**config.mk**
```make
export PLATFORM = sky130hd
export DESIGN_NAME = fastmem_refresh_sched
export DESIGN_NICKNAME = d
export VERILOG_FILES = /design/src/rtl/fastmem_refresh_sched_pkg.sv /design/src/rtl/fastmem_refresh_sched_refresh_timer.sv /design/src/rtl/fastmem_refresh_sched.sv
export SDC_FILE = /design/constraint.sdc
export NUM_CORES = 1
export LEC_CHECK = 0
export CAP_MARGIN = 0
export CORE_ASPECT_RATIO = 1.5
export CORE_MARGIN = 5
export CORE_UTILIZATION = 30
export DETAILED_ROUTE_END_ITERATION = 7
export PLACE_DENSITY_LB_ADDON = 0.08
export SETUP_SLACK_MARGIN = 0.1
export SYNTH_ARGS = -nofsm -noshare
export SYNTH_HDL_FRONTEND = slang
export SYNTH_HIERARCHICAL = 1
export SYNTH_SLANG_ARGS = --single-unit
```
**constraint.sdc**
```tcl
create_clock -name CLKCPU -period 3.27 [get_ports CLKCPU]
set_input_delay 0.8175 -clock CLKCPU [delete_from_list [all_inputs] [get_ports CLKCPU]]
set_output_delay 0.8175 -clock CLKCPU [all_outputs]
set_load 0.005 [all_outputs]
```
**src/rtl/fastmem_refresh_sched_pkg.sv**
```systemverilog
// -----------------------------------------------------------------------------
// fastmem_refresh_sched_pkg
// Shared definitions for the TF328 FastRAM CAS-before-RAS refresh scheduler.
//   - state encodings of the refresh sequencer
//   - default refresh interval and pending limit, also used by fastmem
//     integration when it instantiates the scheduler
// -----------------------------------------------------------------------------
package fastmem_refresh_sched_pkg;

    // 221 CLKCPU cycles = 15.6 us at 14.18 MHz
    localparam int DEF_REFRESH_INTERVAL = 221;
    localparam int DEF_MAX_PENDING      = 4;

    localparam logic [2:0] ST_IDLE     = 3'd0;
    localparam logic [2:0] ST_CBR_CAS  = 3'd1;
    localparam logic [2:0] ST_CBR_RAS  = 3'd2;
    localparam logic [2:0] ST_CBR_HOLD = 3'd3;
    localparam logic [2:0] ST_CBR_TAIL = 3'd4;
    localparam logic [2:0] ST_CBR_PRE  = 3'd5;

    typedef enum logic [2:0] {
        IDLE     = ST_IDLE,
        CBR_CAS  = ST_CBR_CAS,
        CBR_RAS  = ST_CBR_RAS,
        CBR_HOLD = ST_CBR_HOLD,
        CBR_TAIL = ST_CBR_TAIL,
        CBR_PRE  = ST_CBR_PRE
    } ref_state_e;

endpackage

```
**src/rtl/fastmem_refresh_sched_refresh_timer.sv**
```systemverilog
// -----------------------------------------------------------------------------
// fastmem_refresh_sched_refresh_timer
// Free-running refresh tick counter plus the saturating count of outstanding
// refreshes and the sticky overrun flag.
// Ports:
//   CLKCPU      in   CPU clock
//   RESET       in   asynchronous active-low reset
//   done        in   a refresh sequence completes this cycle
//   pending     out  outstanding refresh count (registered)
//   pending_nxt out  value pending takes at the next edge
//   overrun     out  sticky: a tick arrived while pending was saturated
// -----------------------------------------------------------------------------
module fastmem_refresh_sched_refresh_timer
    import fastmem_refresh_sched_pkg::*;
#(
    parameter int REFRESH_INTERVAL = DEF_REFRESH_INTERVAL,
    parameter int MAX_PENDING      = DEF_MAX_PENDING
) (
    input  logic       CLKCPU,
    input  logic       RESET,
    input  logic       done,
    output logic [2:0] pending,
    output logic [2:0] pending_nxt,
    output logic       overrun
);

    logic [7:0] tick_cnt;
    logic       tick;
    logic       sat;

    // The wrap cycle itself is the tick.
    assign tick = (tick_cnt == 8'(REFRESH_INTERVAL - 1));
    assign sat  = (pending == 3'(MAX_PENDING));

    // A tick and a completion in the same cycle cancel out.
    always_comb begin
        pending_nxt = pending;
        if (tick && !done && !sat) begin
            pending_nxt = pending + 3'd1;
        end else if (done && !tick) begin
            pending_nxt = pending - 3'd1;
        end
    end

    always_ff @(posedge CLKCPU or negedge RESET) begin
        if (!RESET) begin
            tick_cnt <= 8'd0;
            pending  <= 3'd0;
            overrun  <= 1'b0;
        end else begin
            tick_cnt <= tick ? 8'd0 : tick_cnt + 8'd1;
            pending  <= pending_nxt;
            if (tick && sat) begin
                overrun <= 1'b1;
            end
        end
    end

endmodule

```
**src/rtl/fastmem_refresh_sched.sv**
```systemverilog
// -----------------------------------------------------------------------------
// fastmem_refresh_sched
// CAS-before-RAS refresh scheduler and CPU/refresh arbiter for the TF328
// FastRAM banks. Refreshes are postponed while the CPU strobes AS20 and forced
// once MAX_PENDING are outstanding; a CPU cycle already past idle is never cut.
// Build option: define REFRESH_STAGGER_EN to stagger bank 1 RAS one cycle
// behind bank 0 (adds CBR_TAIL, 5-cycle sequence) to halve peak current.
// Ports:
//   CLKCPU   in   CPU clock, all state on rising edge
//   RESET    in   asynchronous active-low reset
//   AS20     in   CPU address strobe, active-low
//   RAM_SEL  in   FastRAM decode hit, active-low
//   MEM_IDLE in   memory controller idle
//   CPU_GNT  out  controller may start a CPU RAM cycle this clock
//   REF_BUSY out  refresh sequence active
//   REF_RAS  out  refresh RAS per bank, active-low (registered)
//   REF_CAS  out  refresh CAS per byte lane, active-low (registered)
//   PENDING  out  outstanding refresh count
//   OVERRUN  out  sticky: tick arrived at PENDING == MAX_PENDING
// -----------------------------------------------------------------------------
module fastmem_refresh_sched
    import fastmem_refresh_sched_pkg::*;
#(
    parameter int REFRESH_INTERVAL = DEF_REFRESH_INTERVAL,
    parameter int MAX_PENDING      = DEF_MAX_PENDING
) (
    input  logic       CLKCPU,
    input  logic       RESET,
    input  logic       AS20,
    input  logic       RAM_SEL,
    input  logic       MEM_IDLE,
    output logic       CPU_GNT,
    output logic       REF_BUSY,
    output logic [1:0] REF_RAS,
    output logic [3:0] REF_CAS,
    output logic [2:0] PENDING,
    output logic       OVERRUN
);

    ref_state_e state, state_nxt;
    logic       urgent;
    logic       start;
    logic       done;
    logic [2:0] pending_nxt;
    logic [1:0] ras_nxt;
    logic [3:0] cas_nxt;

    fastmem_refresh_sched_refresh_timer #(
        .REFRESH_INTERVAL (REFRESH_INTERVAL),
        .MAX_PENDING      (MAX_PENDING)
    ) u_timer (
        .CLKCPU      (CLKCPU),
        .RESET       (RESET),
        .done        (done),
        .pending     (PENDING),
        .pending_nxt (pending_nxt),
        .overrun     (OVERRUN)
    );

    assign urgent   = (PENDING == 3'(MAX_PENDING));
    assign start    = (state == IDLE) && (PENDING != 3'd0) && MEM_IDLE && (AS20 || urgent);
    assign done     = (state == CBR_PRE);
    assign CPU_GNT  = (state == IDLE) && !start && !urgent;
    assign REF_BUSY = (state != IDLE);

    always_comb begin
        state_nxt = IDLE;
        ras_nxt   = 2'b11;
        cas_nxt   = 4'hF;
        case (state)
            IDLE:     state_nxt = start ? CBR_CAS : IDLE;
            CBR_CAS:  state_nxt = CBR_RAS;
            CBR_RAS:  state_nxt = CBR_HOLD;
`ifdef REFRESH_STAGGER_EN
            CBR_HOLD: state_nxt = CBR_TAIL;
            CBR_TAIL: state_nxt = CBR_PRE;
`else
            CBR_HOLD: state_nxt = CBR_PRE;
`endif
            // Back-to-back catch-up while the CPU stays off the bus.
            CBR_PRE:  state_nxt = ((pending_nxt != 3'd0) && AS20) ? CBR_CAS : IDLE;
            default:  state_nxt = IDLE;
        endcase

        // Strobes are decoded from the state being entered so they come
        // straight out of flops, aligned with the state register.
        case (state_nxt)
            CBR_CAS: cas_nxt = 4'h0;
            CBR_RAS: begin
                cas_nxt = 4'h0;
`ifdef REFRESH_STAGGER_EN
                ras_nxt = 2'b10;
`else
                ras_nxt = 2'b00;
`endif
            end
            CBR_HOLD: begin
                cas_nxt = 4'h0;
                ras_nxt = 2'b00;
            end
`ifdef REFRESH_STAGGER_EN
            CBR_TAIL: begin
                cas_nxt = 4'h0;
                ras_nxt = 2'b01;
            end
`endif
            default: begin
                cas_nxt = 4'hF;
                ras_nxt = 2'b11;
            end
        endcase
    end

    always_ff @(posedge CLKCPU or negedge RESET) begin
        if (!RESET) begin
            state   <= IDLE;
            REF_RAS <= 2'b11;
            REF_CAS <= 4'hF;
        end else begin
            state   <= state_nxt;
            REF_RAS <= ras_nxt;
            REF_CAS <= cas_nxt;
        end
    end

    // A FastRAM CPU strobe is never granted while refresh strobes are active.
    assert property (@(posedge CLKCPU) disable iff (!RESET)
        !(CPU_GNT && REF_BUSY && !AS20 && !RAM_SEL));

endmodule

```
# Yosys cells after proc, flatten, opt, wreduce, memory -nomap -nowiden
# Cells that the tools add are included.
# word_totals
ff_bits,21
output_inout_bits,12
wordCells,47
# op_classes
n_addsub,3
eq_ne,9
mux,8
reduce_logical,21
# ops
op,count
3-bit case mux with 5 select lines,1
"3-bit by 2-bit equality test with 1-bit output, second input constant",4
1-bit logical AND,10
3-bit nonzero test,3
"8-bit by 1-bit adder with 8-bit output, second input constant",1
"8-bit equality test, second input constant",1
8-bit two-way mux,1
"3-bit by 1-bit equality test with 1-bit output, second input constant",2
"3-bit equality test, second input constant",2
3-bit two-way mux,2
1-bit zero test,4
4-bit two-way mux,1
"3-bit by 1-bit adder with 3-bit output, second input constant",1
3-bit zero test,1
3-bit OR reduction,1
"3-bit by 1-bit subtractor with 3-bit output, second input constant",1
1-bit two-way mux,2
2-bit two-way mux,1
2-bit OR reduction,1
1-bit logical OR,1

# Longest topological paths before layout
# Gate-level depths: netlist (run 1).
# logic_depth
ltp_word,12
mapped_depth,9
depth_no_buf,9

# Modules after synthesis
# Netlist (run 1), hierarchy kept.
# modules_own_cells
mod,n_inst,cells_each,area_per_inst_um2
fastmem_refresh_sched_refresh_timer,1,66,673.1
fastmem_refresh_sched,1,31,304.0

# Least setup slack after synthesis (run 1)
# OpenSTA, ideal clock, no wires.
# synth_timing
kind,register to register
startpoint,reg u_timer.tick_cnt[0]
endpoint,reg state[0]
setup_ns,0.126
arrival_ns,1.987
required_ns,3.144
path_slack_ns,1.157
stages_incl_launch_ff,10
path_buffers,0
synth_period_minus_slack_ns,2.113
cell_sequence,dfrtp_1 -> inv_1 -> ha_1 -> nand3b_1 -> or2_4 -> a311oi_1 -> a221oi_2 -> o31ai_1 -> nor3_1 -> a221o_1
# synth_between
elab_chain_len,9
elab_cells_between_ends,11
# synth_lines
element,line,text
"start, declared",fastmem_refresh_sched_refresh_timer.sv:27,logic [7:0] tick_cnt;
"start signal, assigned",fastmem_refresh_sched_refresh_timer.sv:51,tick_cnt <= tick ? 8'd0 : tick_cnt + 8'd1;
8-bit equality test *,fastmem_refresh_sched_refresh_timer.sv:32,assign tick = (tick_cnt == 8'(REFRESH_INTERVAL - 1));
1-bit zero test,fastmem_refresh_sched_refresh_timer.sv:40,end else if (done && !tick) begin
1-bit logical AND,fastmem_refresh_sched_refresh_timer.sv:40,
3-bit two-way mux,fastmem_refresh_sched_refresh_timer.sv:40,
3-bit two-way mux *,fastmem_refresh_sched_refresh_timer.sv:38,if (tick && !done && !sat) begin
named net pending_nxt[2],fastmem_refresh_sched.sv:44,logic [2:0] pending_nxt;
3-bit nonzero test *,fastmem_refresh_sched.sv:81,CBR_PRE: state_nxt = ((pending_nxt != 3'd0) && AS20) ? CBR_CAS : IDLE;
1-bit logical AND *,fastmem_refresh_sched.sv:81,
1-bit two-way mux *,fastmem_refresh_sched.sv:81,
3-bit case mux with 5 select lines *,fastmem_refresh_sched.sv:70,case (state)
named net state_nxt[0],fastmem_refresh_sched.sv:40,"ref_state_e state, state_nxt;"
"end signal, assigned",fastmem_refresh_sched.sv:120,state <= state_nxt;
"end, declared",fastmem_refresh_sched.sv:40,
# Mark *: on every way through the listed nets, which the timed path passes. The rest lies on a longest branch.
# A chain may end at the register's enable or synchronous reset.

# Final worst setup path (run 1)
# layout_timing
startpoint,in MEM_IDLE
endpoint,out CPU_GNT
# layout_between
elab_chain_len,5
# layout_lines
element,line,text
"start, declared",fastmem_refresh_sched.sv:31,"input logic MEM_IDLE,"
1-bit logical AND (2 in a row),fastmem_refresh_sched.sv:61,assign start = (state == IDLE) && (PENDING != 3'd0) && MEM_IDLE && (AS20 || urgent);
1-bit zero test,fastmem_refresh_sched.sv:63,assign CPU_GNT = (state == IDLE) && !start && !urgent;
1-bit logical AND (2 in a row),fastmem_refresh_sched.sv:63,
"end, declared",fastmem_refresh_sched.sv:32,"output logic CPU_GNT,"
# No other way between the ends.

==> flow_summary.ini, run 1 <==
[status]
status = finished clean

[critical_path]
path_class = input pin to primary output
reg2reg_depth = 9
r2r_slack_ps = 880
cp-start-kind = input pin
crit_fanout = 3
arrival_ps = 2180
rr_startpoint = u_timer/tick_cnt[0]$_DFF_PN0_
end_kind = primary output
worstSetupStartpoint = MEM_IDLE
crit_end = CPU_GNT
worstPathRequired_ps = 2450
r2r-end = state[0]$_DFF_PN0_

[yosys]
ys_types = 34
avgSynthCellArea_um2 = 10.1
ys_ff_latch = 17
netlist_area_um2 = 977
netlist_instances = 97
syn-num-nets = 107
yosys_warnings = 6
yosysSeqAreaShare_pct = 43.8

[detailed_routing]
wire_per_inst_um = 12.3
viasPerCell = 4.83
vias = 725
drc = 0
final_antenna_net_count = 0
drt_iter0_markers = 6
drtPass1Iterations = 4
drt-total-wl_mm = 1.85

[sta]
slew_headroom_pct = 47.6
fin_ws_ps = 274
tightest_slew_ps = 783
fmax_mhz = 334
drv_slew = 0
setup_viol = 0
tns_ps = 0
hold_viol = 0
grt_setup_unrepaired = no
fin_crit_ps = 3000
fin_skew_ps = 3.74
min_period_over_period_pct = 91.6

[power_and_ir_drop]
ir_drop_uv = 215
p_leak_uw = 0.000489
finalPower_uw = 377
cellPowerDensity_mw_per_mm2 = 320

[worst_hold_path]
hold_path_class = flip-flop to flip-flop

[cells_and_area]
fill_cells = 334
n_antenna_cell = 0
fin_util_pct = 37.3
layout_common_cells = clkdlybuf4s50_1 (15), dfrtp_1 (15), nor2_1 (9), inv_1 (9)
instances_no_fill = 150
multi_input_area_um2 = 469
area_growth_pct = 20.5
regArea_um2 = 428
finalNetCount = 121
drive_gt1_share_pct = 13.6

[clocking]
clock_latency_ps = 250
clock_sinks = 17
root_buffer = clkbuf_8
clk_pin_slew_worst_paths_ps = 70
htree_levels = 1
cts_buffers = 3
post_cts_buffers = 0
cts_resized = 0
clockBufferDepth = 2
ctsHoldBuffers = 0
cts_tree = built

[grt]
grt_usage_pct = 9.32
antenna_found_initial = 0
grt_pass1_wl_mm = 3.29
grt.overflow.total = 0
grt_max_degree = 18
grt_pass1_vias = 723

[place]
portBuffers = 15
dp_hpwl_mm = 1.45
gp_congestion = 0.692
post-place-ws_ps = 270
dp_cells = 146

[floorplan]
ioPinCount = 17
die_w_um = 56.6
core-area_mm2 = 0.00316
die_h_um = 79.9
dieArea_mm2 = 0.00452
initial_core_util_pct = 30.9
rows = 25

[flow_run]
drv_cap = 0
critical path, cell delays in order:
cell and delay [ps]:
clkdlybuf4s50_1 480, nand2_1 60, mux2i_1 290, a211oi_2 80
clkdlybuf4s50_1 450
report_power, final:
part	internal, uW	total (uW)	switching (uW)
registers	210	210	0
clock network	84.5	158	73.9
logic	3.35	8.22	4.87
total	298	377	78.8
Yosys cell counts:
cell type  number  area (um^2)
nor2b_1         2         12.5
o21ai_0         5         25.0
or2_4           1         8.76
nand4_4         1         21.3
nor3_1          3         15.0
and3_1          1         6.26
nand2_1         5         18.8
buf_2           1         5.00
a211oi_2        2         25.0
xnor2_1         2         17.5
inv_1           9         33.8
nand3b_1        1         7.51
ha_1            5         62.6
dfstp_2         2         52.6
o31ai_1         2         15.0
buf_4           4         30.0
a31o_2          1         8.76
a221oi_1        1         8.76
o211ai_1        1         7.51
a221o_1         1         10.0
nor2_1          9         33.8
buf_6           1         11.3
or3_4           1         11.3
nor4_1          1         6.26
xor2_1          3         26.3
a21oi_1         3         15.0
nor2_2          1         6.26
mux2i_1         3         30.0
dfrtp_1        15          375
o21ai_1         2         10.0
a311oi_1        1         8.76
a221oi_2        1         15.0
nand3_1         5         25.0
and3_4          1         11.3
state kept, by name, indices dropped and copies added (netlist names):
name              count
state                 3
u_timer/tick_cnt      8
u_timer/pending       3
REF_RAS               1
u_timer/overrun       1
REF_CAS               1
cells by family (layout without fill, tap and decap cells):
logic type | count (synthesis) | after routing | share of synthesized area [%]
AND/OR/NAND/NOR | 32 | 32 | 18.8
buffers and inverters | 15 | 28 | 8.19
XOR/XNOR | 5 | 5 | 4.48
flip-flops | 17 | 17 | 43.8
adder cells (fa/ha/maj) | 5 | 5 | 6.40
multiplexers | 3 | 3 | 3.07
AO/OA/AOI/OAI | 20 | 20 | 15.2
layer usage:
| metal | vias to the layer above | share of wire, % | GRT usage [%] | wire length (um) |
|---|---|---|---|---|
| met4 | 0 | 0.81 | 4.28 | 15 |
| met1 | 348 | 40 | 9.66 | 743 |
| met3 | 2 | 4.6 | 2.43 | 85 |
| met5 | - | 0 | 0 | 0 |
| met2 | 14 | 54 | 17.1 | 1010 |
| li1 | 361 | - | - | - |
worst min path at each step:
stage	start	to	slack (ps)	cells past startpoint
after floorplan	u_timer/overrun$_DFFE_PN0P_	u_timer/overrun$_DFFE_PN0P_	470	1
after global placement	u_timer/overrun$_DFFE_PN0P_	u_timer/overrun$_DFFE_PN0P_	470	1
after detailed placement	u_timer/overrun$_DFFE_PN0P_	u_timer/overrun$_DFFE_PN0P_	470	1
after CTS	u_timer/overrun$_DFFE_PN0P_	u_timer/overrun$_DFFE_PN0P_	490	1
after global routing	u_timer/overrun$_DFFE_PN0P_	u_timer/overrun$_DFFE_PN0P_	500	1
final	u_timer/overrun$_DFFE_PN0P_	u_timer/overrun$_DFFE_PN0P_	480	1
stage by stage:
step | hold WS [ps] | instance area (um^2)
floorplan | 466 | 977
global placement | 470 | 1130
detailed placement | 473 | 1130
CTS | 488 | 1180
global route | 504 | 1180
finish | 483 | 1180
final cells by class:
type,count,area share (%)
Clock buffer,3,3.51
Clock inverter,1,0.425
Inverter,9,2.87
Multi-Input combinational cell,65,39.9
Sequential cell,17,36.3
Tap cell,40,4.25
Timing Repair Buffer,15,12.8
Power figures use the tool's default switching activity.
==> inputs of run 2 (changes only) <==
Settings changed: CORE_UTILIZATION 30 to 50.
==> run 2 against run 1 <==
Utilization grew 24 points. Critical path type unchanged. Largest cell class unchanged. Via count is 0.55% lower. Critical path depth did not move. Global-route usage increased by 4.2 points. Clock power decreased by 30%. Worst hold slack worse by 9.0 ps. Sequential cell count unchanged. Sequential share of layout area up 1.4 points.
==> flow_summary.ini, run 2 (synthesis results as in run 1) <==
[floorplan]
die_h_um = 64.1
initial_core_util_pct = 52.7
dieArea_mm2 = 0.00296
rows = 19
die_w_um = 46.1
ioPinCount = 17
core-area_mm2 = 0.00185

[grt]
grt_usage_pct = 13.5
grt.overflow.total = 0
grt_pass1_wl_mm = 3.02
antenna_found_initial = 0
grt_max_degree = 18
grt_pass1_vias = 724

[place]
portBuffers = 15
dp_hpwl_mm = 1.32
dpl_cell_area_mm2 = 0.00111
gp_congestion = 0.757

[detailed_routing]
vias = 721
drt-total-wl_mm = 1.71
drt_iter0_markers = 17
final_antenna_net_count = 0
wire_per_inst_um = 13.1
drc = 0
drtPass1Iterations = 3
viasPerCell = 5.50

[flow_run]
drv_cap = 0

[sta]
drv_slew = 0
hold_viol = 0
whs_ps = 474
tightest_slew_ps = 733
slew_headroom_pct = 51.0
fmax_mhz = 334
setup_viol = 0
grt_setup_unrepaired = no
fin_crit_ps = 2990
min_period_over_period_pct = 91.5
fin_skew_ps = 6.72
tns_ps = 0

[critical_path]
worstPathRequired_ps = 2450
crit_buf_inv = 2
path_class = input pin to primary output
cp_top_family = buffers and inverters
reg2reg_depth = 9
crit_fanout = 3
worstSetupStartpoint = MEM_IDLE
crit_cells = 5
arrival_ps = 2180
slowest_delay_ps = 480
end_kind = primary output
crit_top_cell = clkdlybuf4s50_1
slowest_stage = clkdlybuf4s50_1
rr_startpoint = u_timer/tick_cnt[0]$_DFF_PN0_
cp-start-kind = input pin
crit_chain = clkdlybuf4s50_1, nand2_1, mux2i_1, a211oi_2, clkdlybuf4s50_1

[power_and_ir_drop]
ir_drop_uv = 212
p_leak_uw = 0.000481
switching_share_pct = 21.2
p_seq_share_pct = 64.0
cellPowerDensity_mw_per_mm2 = 289
p_int_uw = 259
p_comb_share_pct = 2.4
clock_power_share_pct = 33.6
switchingPower_uw = 69.5

[cells_and_area]
fin_util_pct = 61.2
design_area_mm2 = 0.00113
finalNetCount = 121
layout_common_cells = clkdlybuf4s50_1 (15), dfrtp_1 (15), nor2_1 (9), inv_1 (9)
drive_gt1_share_pct = 13.6
largest_registers = u_timer/tick_cnt x8, state x3, u_timer/pending x3
n_antenna_cell = 0
largest_reg_flops = 8
area_growth_pct = 16.1
largest_register = u_timer/tick_cnt

[clocking]
cts_buffers = 3
post_cts_buffers = 0
clock_latency_ps = 290
clk_pin_slew_worst_paths_ps = 100
clock_sinks = 17
htree_levels = 1
root_buffer = clkbuf_4
clockBufferDepth = 2
ctsHoldBuffers = 0
cts_resized = 0
cts_tree = built

[worst_hold_path]
min_from = u_timer/overrun$_DFFE_PN0P_
hold_path_class = flip-flop to flip-flop
whs_path_depth = 1

[status]
status = finished clean
run 2: cell type report:
| cell class | count | area [um^2] |
|---|---|---|
| Clock buffer | 3 | 22.5 |
| Clock inverter | 1 | 5.00 |
| Fill cell | 170 | 719 |
| Inverter | 9 | 33.8 |
| Multi-Input combinational cell | 65 | 469 |
| Sequential cell | 17 | 428 |
| Tap cell | 21 | 26.3 |
| Timing Repair Buffer | 15 | 150 |
run 2: worst reg2reg max path, delay by kind of cell (launching register included):
| kind | cells | cell delay (ps) |
|---|---|---|
| fa+ha+maj | 1 | 210 |
| flops | 1 | 440 |
| buf+inv | 1 | 80 |
| simple gates | 3 | 550 |
| compound gates | 4 | 1080 |
run 2: metrics by stage:
stage	total power, uW	setup WS, ps	std cells
after floorplan	215	1160	97
after global placement	223	279	127
after detailed placement	223	282	127
after CTS	336	275	131
after global routing	346	199	131
final	328	277	131
run 2: per-layer routing:
layer	vias to the layer above	share of wire [%]	wire, um	GRT usage, %
met1	343	42	722	15.7
met4	0	0.99	17	8.19
li1	362	-	-	-
met3	2	5.6	96	1.97
met5	-	0	0	0
met2	14	51	875	22.2
run 2: path summary, 6_finish.rpt:
check	end	slack (ps)
setup / recovery	CPU_GNT	280
min in group asynchronous	state[0]$_DFF_PN0_	950
hold / removal	u_timer/overrun$_DFFE_PN0P_	470
setup reg to reg	state[0]$_DFF_PN0_	810
hold reg to reg	u_timer/overrun$_DFFE_PN0P_	470
max in group asynchronous	u_timer/pending[0]$_DFF_PN0_	1850
run 2: power groups by stage:
| stage | logic [uW] | registers, uW | clock network [uW] |
|---|---|---|---|
| 4_1_cts | 8.40 | 210 | 118 |
| 6_report | 7.87 | 210 | 110 |
| 3_5_place_dp | 8.32 | 214 | 0 |
| 5_1_grt | 9.28 | 210 | 127 |
| 3_3_place_gp | 8.45 | 214 | 0 |
| 2_1_floorplan | 0.338 | 214 | 0 |
==> inputs of run 3 (changes only) <==
Settings changed: CORE_UTILIZATION 50 to 45.
==> run 3 against run 2 <==
Non-clock buffer count unchanged. First-iteration DRC count fell by 35%. Fmax rose by 0.15%. Sequential power is essentially flat. Global-route usage fell by 0.66 points. Routed wire length is 2.9% higher. Clock skew grew 3.5 ps. Utilization shrank 5.9 points. Total power rose by 0.39%. Register-to-register slack better by 50 ps. Largest cell class unchanged. Largest power group unchanged.
==> flow_summary.ini, run 3 (synthesis results as in run 1) <==
[cells_and_area]
fill_cells = 199
largest_reg_flops = 8
area_growth_pct = 16.1
finalNetCount = 121
largest_register = u_timer/tick_cnt
largest_registers = u_timer/tick_cnt x8, state x3, u_timer/pending x3
layout_common_cells = clkdlybuf4s50_1 (15), dfrtp_1 (15), nor2_1 (9), inv_1 (9)
drive_gt1_share_pct = 12.7
n_antenna_cell = 0

[sta]
tns_ps = 0
fmax_mhz = 335
min_period_over_period_pct = 91.4
fin_ws_ps = 281
hold_viol = 0
setup_viol = 0
fin_crit_ps = 2990
grt_setup_unrepaired = no
tightest_slew_ps = 749
slew_headroom_pct = 49.9
drv_slew = 0
fin_skew_ps = 10.2

[flow_run]
drv_cap = 0

[critical_path]
slowest_delay_ps = 470
worstPathRequired_ps = 2450
arrival_ps = 2170
path_class = input pin to primary output
slowest_stage = clkdlybuf4s50_1
crit_chain = clkdlybuf4s50_1, nand2_1, mux2i_1, a211oi_2, clkdlybuf4s50_1
crit_top_cell = clkdlybuf4s50_1
crit_fanout = 3
reg2reg_depth = 9
cp-start-kind = input pin
end_kind = primary output

[detailed_routing]
viasPerCell = 5.45
drtPass1Iterations = 6
wl_met2_um = 943
wire_per_inst_um = 13.3
drt_iter0_markers = 11
drt-total-wl_mm = 1.76
met1_length_um = 693
vias = 719
drc = 0
highest_layer = met4
final_antenna_net_count = 0
met3_length_um = 104

[floorplan]
die_h_um = 67.1
initial_core_util_pct = 47.6
dieArea_mm2 = 0.00322
core-area_mm2 = 0.00205
rows = 20
ioPinCount = 17
die_w_um = 48.1

[clocking]
clock_sinks = 17
clk_pin_slew_worst_paths_ps = 90
cts_resized = 0
root_buffer = clkbuf_4
clock_latency_ps = 290
ctsHoldBuffers = 0
cts_buffers = 3
cts_tree = built
htree_levels = 1
post_cts_buffers = 0
clockBufferDepth = 2

[grt]
grt_pass1_wl_mm = 2.97
grt_usage_pct = 12.9
grt_pass1_vias = 699
antenna_found_initial = 0
grt.overflow.total = 0
grt_max_degree = 18

[power_and_ir_drop]
ir_drop_uv = 182
p_leak_uw = 0.000479
cellPowerDensity_mw_per_mm2 = 291

[worst_hold_path]
whs_path_depth = 1
hold_path_class = flip-flop to flip-flop

[place]
post-place-ws_ps = 281
dp_hpwl_mm = 1.37
gp_congestion = 0.736
portBuffers = 15

[status]
status = finished clean
[run 3: cell types whose count changed in the layout (fill, tap and decap cells not counted)]
cell	change
clkbuf_1	+1
clkinv_2	-1
[run 3: per-layer routing]
metal	global-route usage [%]	up-vias
met5	0	-
met4	6.06	0
met3	1.62	2
met2	22.0	15
met1	14.9	344
li1	-	358
[run 3: final cells by class]
cell class | instances | area, um^2 | share of cell area [%]
Clock buffer | 4 | 26.3 | 2.32
Inverter | 9 | 33.8 | 2.98
Multi-Input combinational cell | 65 | 469 | 41.3
Sequential cell | 17 | 428 | 37.7
Tap cell | 22 | 27.5 | 2.43
Timing Repair Buffer | 15 | 150 | 13.2
[run 3: final timing paths]
path	start	end	slack, ps
worst max-delay path	MEM_IDLE	CPU_GNT	280
worst min-delay path	u_timer/overrun$_DFFE_PN0P_	u_timer/overrun$_DFFE_PN0P_	480
worst max register to register	u_timer/tick_cnt[0]$_DFF_PN0_	state[0]$_DFF_PN0_	860
worst min register to register	u_timer/overrun$_DFFE_PN0P_	u_timer/overrun$_DFFE_PN0P_	480
max in group asynchronous	RESET	u_timer/tick_cnt[0]$_DFF_PN0_	1830
min in group asynchronous	RESET	u_timer/pending[2]$_DFF_PN0_	960
[run 3: metrics by stage]
| step | power, uW | std cells | area, um^2 | hold slack (ps) | util (%) |
|---|---|---|---|---|---|
| 2_1_floorplan | 215 | 97 | 977 | 466 | - |
| 3_3_place_gp | 223 | 128 | 1110 | 464 | 54.0 |
| 3_5_place_dp | 223 | 128 | 1110 | 462 | 54.0 |
| 4_1_cts | 336 | 132 | 1130 | 484 | 55.3 |
| 5_1_grt | 348 | 132 | 1130 | 527 | 55.3 |
| 6_report | 330 | 132 | 1130 | 481 | 55.3 |
[run 3: worst max-delay path, delay by kind of cell]
kind / cells / cell delay (ps)
mux: 1 / 300
simple gates: 1 / 50
buf+inv: 2 / 920
compound gates: 1 / 80
[run 3: power breakdown]
part           total (uW)  internal [uW]  switching, uW  leakage (uW)
clock network         112           47.3           64.3     0.0000150
registers             210            210              0      0.000216
logic                7.93           3.34           4.59      0.000248
total                 330            261           68.9      0.000479
